<file path="src/rtl/five_bit_counter_pkg.sv">
// Shared constants for the five-bit counter slice.
// Defaults for counter width and the value loaded on reset.
package five_bit_counter_pkg;

   localparam int unsigned CounterWidth      = 5;
   localparam int unsigned CounterResetValue = 0;

endpackage

</file>
<file path="src/rtl/counter_reg.sv">
// WIDTH-bit register with asynchronous active-low clear and synchronous load enable.
// The clear drives the register straight to RESET_VALUE with no other logic on the path.
module counter_reg #(
   parameter int unsigned WIDTH       = 5,
   parameter int unsigned RESET_VALUE = 0
) (
   input  logic             clk,
   input  logic             rst_n,
   input  logic             en,
   input  logic [WIDTH-1:0] d,
   output logic [WIDTH-1:0] q
);

   always_ff @(posedge clk or negedge rst_n) begin
      if (!rst_n) begin
         q <= WIDTH'(RESET_VALUE);
      end else if (en) begin
         q <= d;
      end
   end

endmodule

</file>
<file path="src/rtl/five_bit_counter.sv">
// Free-running modulo-2^WIDTH up-counter with enable and an all-ones flag.
// The incrementer and the max compare live here; state is held in counter_reg.
module five_bit_counter
   import five_bit_counter_pkg::*;
#(
   parameter int unsigned WIDTH       = CounterWidth,
   parameter int unsigned RESET_VALUE = CounterResetValue
) (
   input  logic             clk,
   input  logic             reset,
   input  logic             count_enable,
   output logic [WIDTH-1:0] count,
   output logic             at_max
);

   logic [WIDTH-1:0] count_d;

   // WIDTH-bit add, so the carry out of the top bit is dropped and 31 wraps to 0.
   always_comb begin
      count_d = count + WIDTH'(1);
      at_max  = (count == {WIDTH{1'b1}});
   end

   counter_reg #(
      .WIDTH       (WIDTH),
      .RESET_VALUE (RESET_VALUE)
   ) u_counter_reg (
      .clk   (clk),
      .rst_n (reset),
      .en    (count_enable),
      .d     (count_d),
      .q     (count)
   );

endmodule

</file>
<file path="config.mk">
export PLATFORM = sky130hd
export DESIGN_NAME = five_bit_counter
export DESIGN_NICKNAME = d
export VERILOG_FILES = /design/src/rtl/five_bit_counter_pkg.sv /design/src/rtl/counter_reg.sv /design/src/rtl/five_bit_counter.sv
export SDC_FILE = /design/constraint.sdc
export NUM_CORES = 1
export LEC_CHECK = 0
export CAP_MARGIN = 10
export CORE_AREA = 5 5 42 44
export DETAILED_ROUTE_END_ITERATION = 10
export DIE_AREA = 0 0 47 49
export DONT_BUFFER_PORTS = 1
export SYNTH_ARGS = -nofsm -noshare
export SYNTH_HDL_FRONTEND = slang
export SYNTH_SLANG_ARGS = --single-unit
</file>
<file path="constraint.sdc">
create_clock -name clk -period 3.2 [get_ports clk]
set_input_delay 0.48 -clock clk [delete_from_list [all_inputs] [get_ports clk]]
set_output_delay 0.48 -clock clk [all_outputs]
set_load 0.01 [all_outputs]
</file>
# Word level (Yosys, flattened, before mapping)
# Cells that the tools add are included.
# totals
word_cells,3
ff_bits,5
output_inout_bits,6
# classes
n_eq_ne,1
n_addsub,1
# op_table
op,n
"adder 5 x 1 -> 5 bit, second input constant",1
"== test 5 bit, second input constant",1

# Depth between registers and ports, before layout
# depth
depth_word,1
ltp_mapped,4
mapped_depth_nobuf,4

# By module
# A second synthesis with hierarchy kept.
# unflattened
cells_unflattened,17
area_unflattened_um2,245.2
# modules_own_cells
mod,cells_per_inst,seq_area_each_um2,instances,area_per_inst_um2
counter_reg,10,125.1,1,181.4
five_bit_counter,7,0.0,1,63.8

# Worst setup path before layout
# No wires, ideal clock.
# synth_path
path_type,register to output
start,reg u_counter_reg.q[0]
end,out at_max
arrival_ps,1021
slack_ps,1699
path_buffers,0
t_required_ps,2720
path_stages_with_launch,4
cell_sequence,dfrtp_1 > ha_1 > and3_1 > ha_1
# synth_via
elab_chain_len,1
# synth_rtl
item,line_no,source
start: declaration,counter_reg.sv:11,output logic [WIDTH-1:0] q
start signal: assignment,counter_reg.sv:16,q <= WIDTH'(RESET_VALUE);
== test 5 bit,five_bit_counter.sv:21,at_max = (count == {WIDTH{1'b1}});
end: declaration,five_bit_counter.sv:13,output logic at_max
# Every way passes these cells.

# Worst setup path in the final report
# Same ends and word-level chain as after synthesis.

==> results.md <==
* Leading cell types in the layout, fill and taps excluded: dfrtp_1, clkbuf_4, xnor2_1, mux2_2, ha_1
* Nets at 26
* R2R setup slack at 1.68 ns
* Final worst-path cycle share at 56.8%
* Max-slew headroom at 84.3%
* Synth warn at 0
* Setup TNS at 0 ns
* Row count at 14
* CP max FO at 4
* Cell internal pwr at 0.184 mW
* Post-layout total power at 0.290 mW
* Cts repair resizes at 0
* Fraction of layout cells with a size suffix above 1 at 25.0%
* Die W at 47 um
* Worst Hold Endpoint: u_counter_reg.q[0]
* Syn Inst Count at 15
* Netlist cell types at 8
* Leak pwr at 0.120 nW
* CTS tree: yes
* Max-Cap Viols at 0
* #FFs+latches synth at 5
* Buffers on Ports at 0
* Critical path origin: u_counter_reg.q[0]
* Clock share of power at 24.4%
* Drt total wl at 465 um
* Clock sink count at 5
* Synth Area per Inst at 14.3 sq um
* Total track usage at 4.80%
* Initial antenna violation count at 0
* Seq pwr share at 52.9%
* DRC at 0
* Final ANT Viol Nets at 0
* Seq/Total Area, Yosys at 58.1%
* Worst R2R Start: u_counter_reg.q[0]
* Final setup skew at 0.00390 ns
* Switching Share at 36.5%
* Top reg by flops: u_counter_reg.q
* CP Data Required Time at 2.72 ns
* Setup CP Type: register to primary output
* Worst Reg-to-Reg Cells at 4
* Peak supply drop at 150 uV
* Pwr per Cell Area at 1070 mW/mm^2
* Largest regs: u_counter_reg.q: 5 flops
* Hold Crit Start: count_enable
* I/O pin count at 9
* DR vias at 139
* CP Launch Type: register
* Core area at 0.00140 sq mm
* Vias per cell at 3.86
* Comb power frac at 22.7%
* Router iterations before antenna repair at 1
* Max Slew Vio Count at 0
* Htree depth at 1
* CTS Buffer Depth at 2
* Largest net degree at the start of global routing at 6
* Final Hold Viols at 0
* RR Endpoint: u_counter_reg.q[4]
* Fillers at 157
* Mapped Area at 215 sq um
* Routability cong. at 0.713
* Post-DR wirelength/cell at 12.9 um
* Initial Utilization at 15.4%
* CTS Root Cell: clkbuf_4
* Ant diodes at 0
* Crit path time final at 1.82 ns
* Area growth syn-to-layout at 26.2%
* DR iter-0 viols at 0
* Worst Hold Depth at 1
* Setup violations, final at 0
* Global-route wire length before repair at 696 um
* Die height at 49 um
* GRT overflow at 0
* Clk_lat worst skew at 0.24 ns
* F_max at 550 MHz
* Commonest non-fill, non-tap cell in the layout: dfrtp_1
* HP Class: input port to register
* Vias in the first global route at 170
* Crit path DAT at 1.34 ns
* Clock buffer count from CTS at 3
* Syn nets at 20
* Max FFs per register at 5
* Status: finished, final reports clean
* Die Area at 0.00230 sq mm
* CP Capture Type: primary output
* NetSw at 0.106 mW
* RSZ-0062 raised after global routing: no
* Slew @ Worst Pin at 0.235 ns
* Clk slew on worst S/H paths at 0.04 ns
==> metal layers <==
layer	vias up	global-route usage, %	wire, um
met5	-	0	0
met4	0	4.15	0
met3	0	6.27	118
met2	11	6.33	208
met1	66	3.10	138
li1	62	-	-
==> cells in the mapped netlist (all sizes together) <==
cell type	count	share of area, %
xnor2	2	8.1
mux2	2	10
xor2	1	4.1
dfrtp	5	58
nand2	1	1.7
and3	1	2.9
ha	2	12
nand4	1	2.9
==> power groups by stage <==
stage / sequential (mW) / clock (mW) / combinational [mW]
finish: 0.154 / 0.0709 / 0.0659
global route: 0.161 / 0.0769 / 0.0764
CTS: 0.155 / 0.0745 / 0.0674
detailed placement: 0.155 / 0 / 0.0641
global placement: 0.150 / 0 / 0.0554
floorplan: 0.142 / 0 / 0.0526
==> kinds of logic (layout without fill, tap and decap cells) <==
| logic type | count (synthesis) | count (layout) | synth area share [%] |
|---|---|---|---|
| mux | 2 | 2 | 10.5 |
| buf+inv | 0 | 5 | 0 |
| simple gates | 3 | 3 | 7.56 |
| xor+xnor | 3 | 3 | 12.2 |
| fa+ha+maj | 2 | 2 | 11.6 |
| flops | 5 | 5 | 58.1 |
==> how the worst max path moves through the flow <==
stage | to | slack (ns) | cells past startpoint
after floorplan | at_max | 1.70 | 3
after global placement | at_max | 1.66 | 3
after detailed placement | at_max | 1.63 | 3
after CTS | at_max | 1.36 | 3
after global routing | at_max | 1.31 | 3
final | at_max | 1.38 | 3
==> through the flow <==
stage               util (%)  hold slack (ns)  setup WS [ns]  instance area (sq um)  cells
finish                  19.4            0.326           1.38                    272     36
global route            19.4            0.321           1.31                    272     36
CTS                     19.4            0.319           1.36                    272     36
detailed placement      16.8            0.185           1.63                    235     31
global placement        16.8            0.185           1.66                    235     31
floorplan                  -            0.184           1.70                    215     15
==> worst max-delay path, stage by stage (launching register included) <==
cell and delay [ns]:
dfrtp_1 0.46, ha_1 0.25, and3_1 0.18, ha_1 0.21
==> repair_timing <==
item / in CTS / in global routing
hold buffers: 1 / 0
endpoints found under the hold margin: 5 / 0
setup buffers: 0 / 0
==> cell type report <==
| cell class | instances | area (sq um) | share of cell area, % |
|---|---|---|---|
| clock buffer | 4 | 26.3 | 9.68 |
| multi-input combinational | 10 | 90.1 | 33.2 |
| sequential | 5 | 125 | 46.1 |
| tap | 16 | 20.0 | 7.37 |
| timing repair buffer | 1 | 10.0 | 3.69 |
Note: power is estimated with default switching activity, not from simulation.
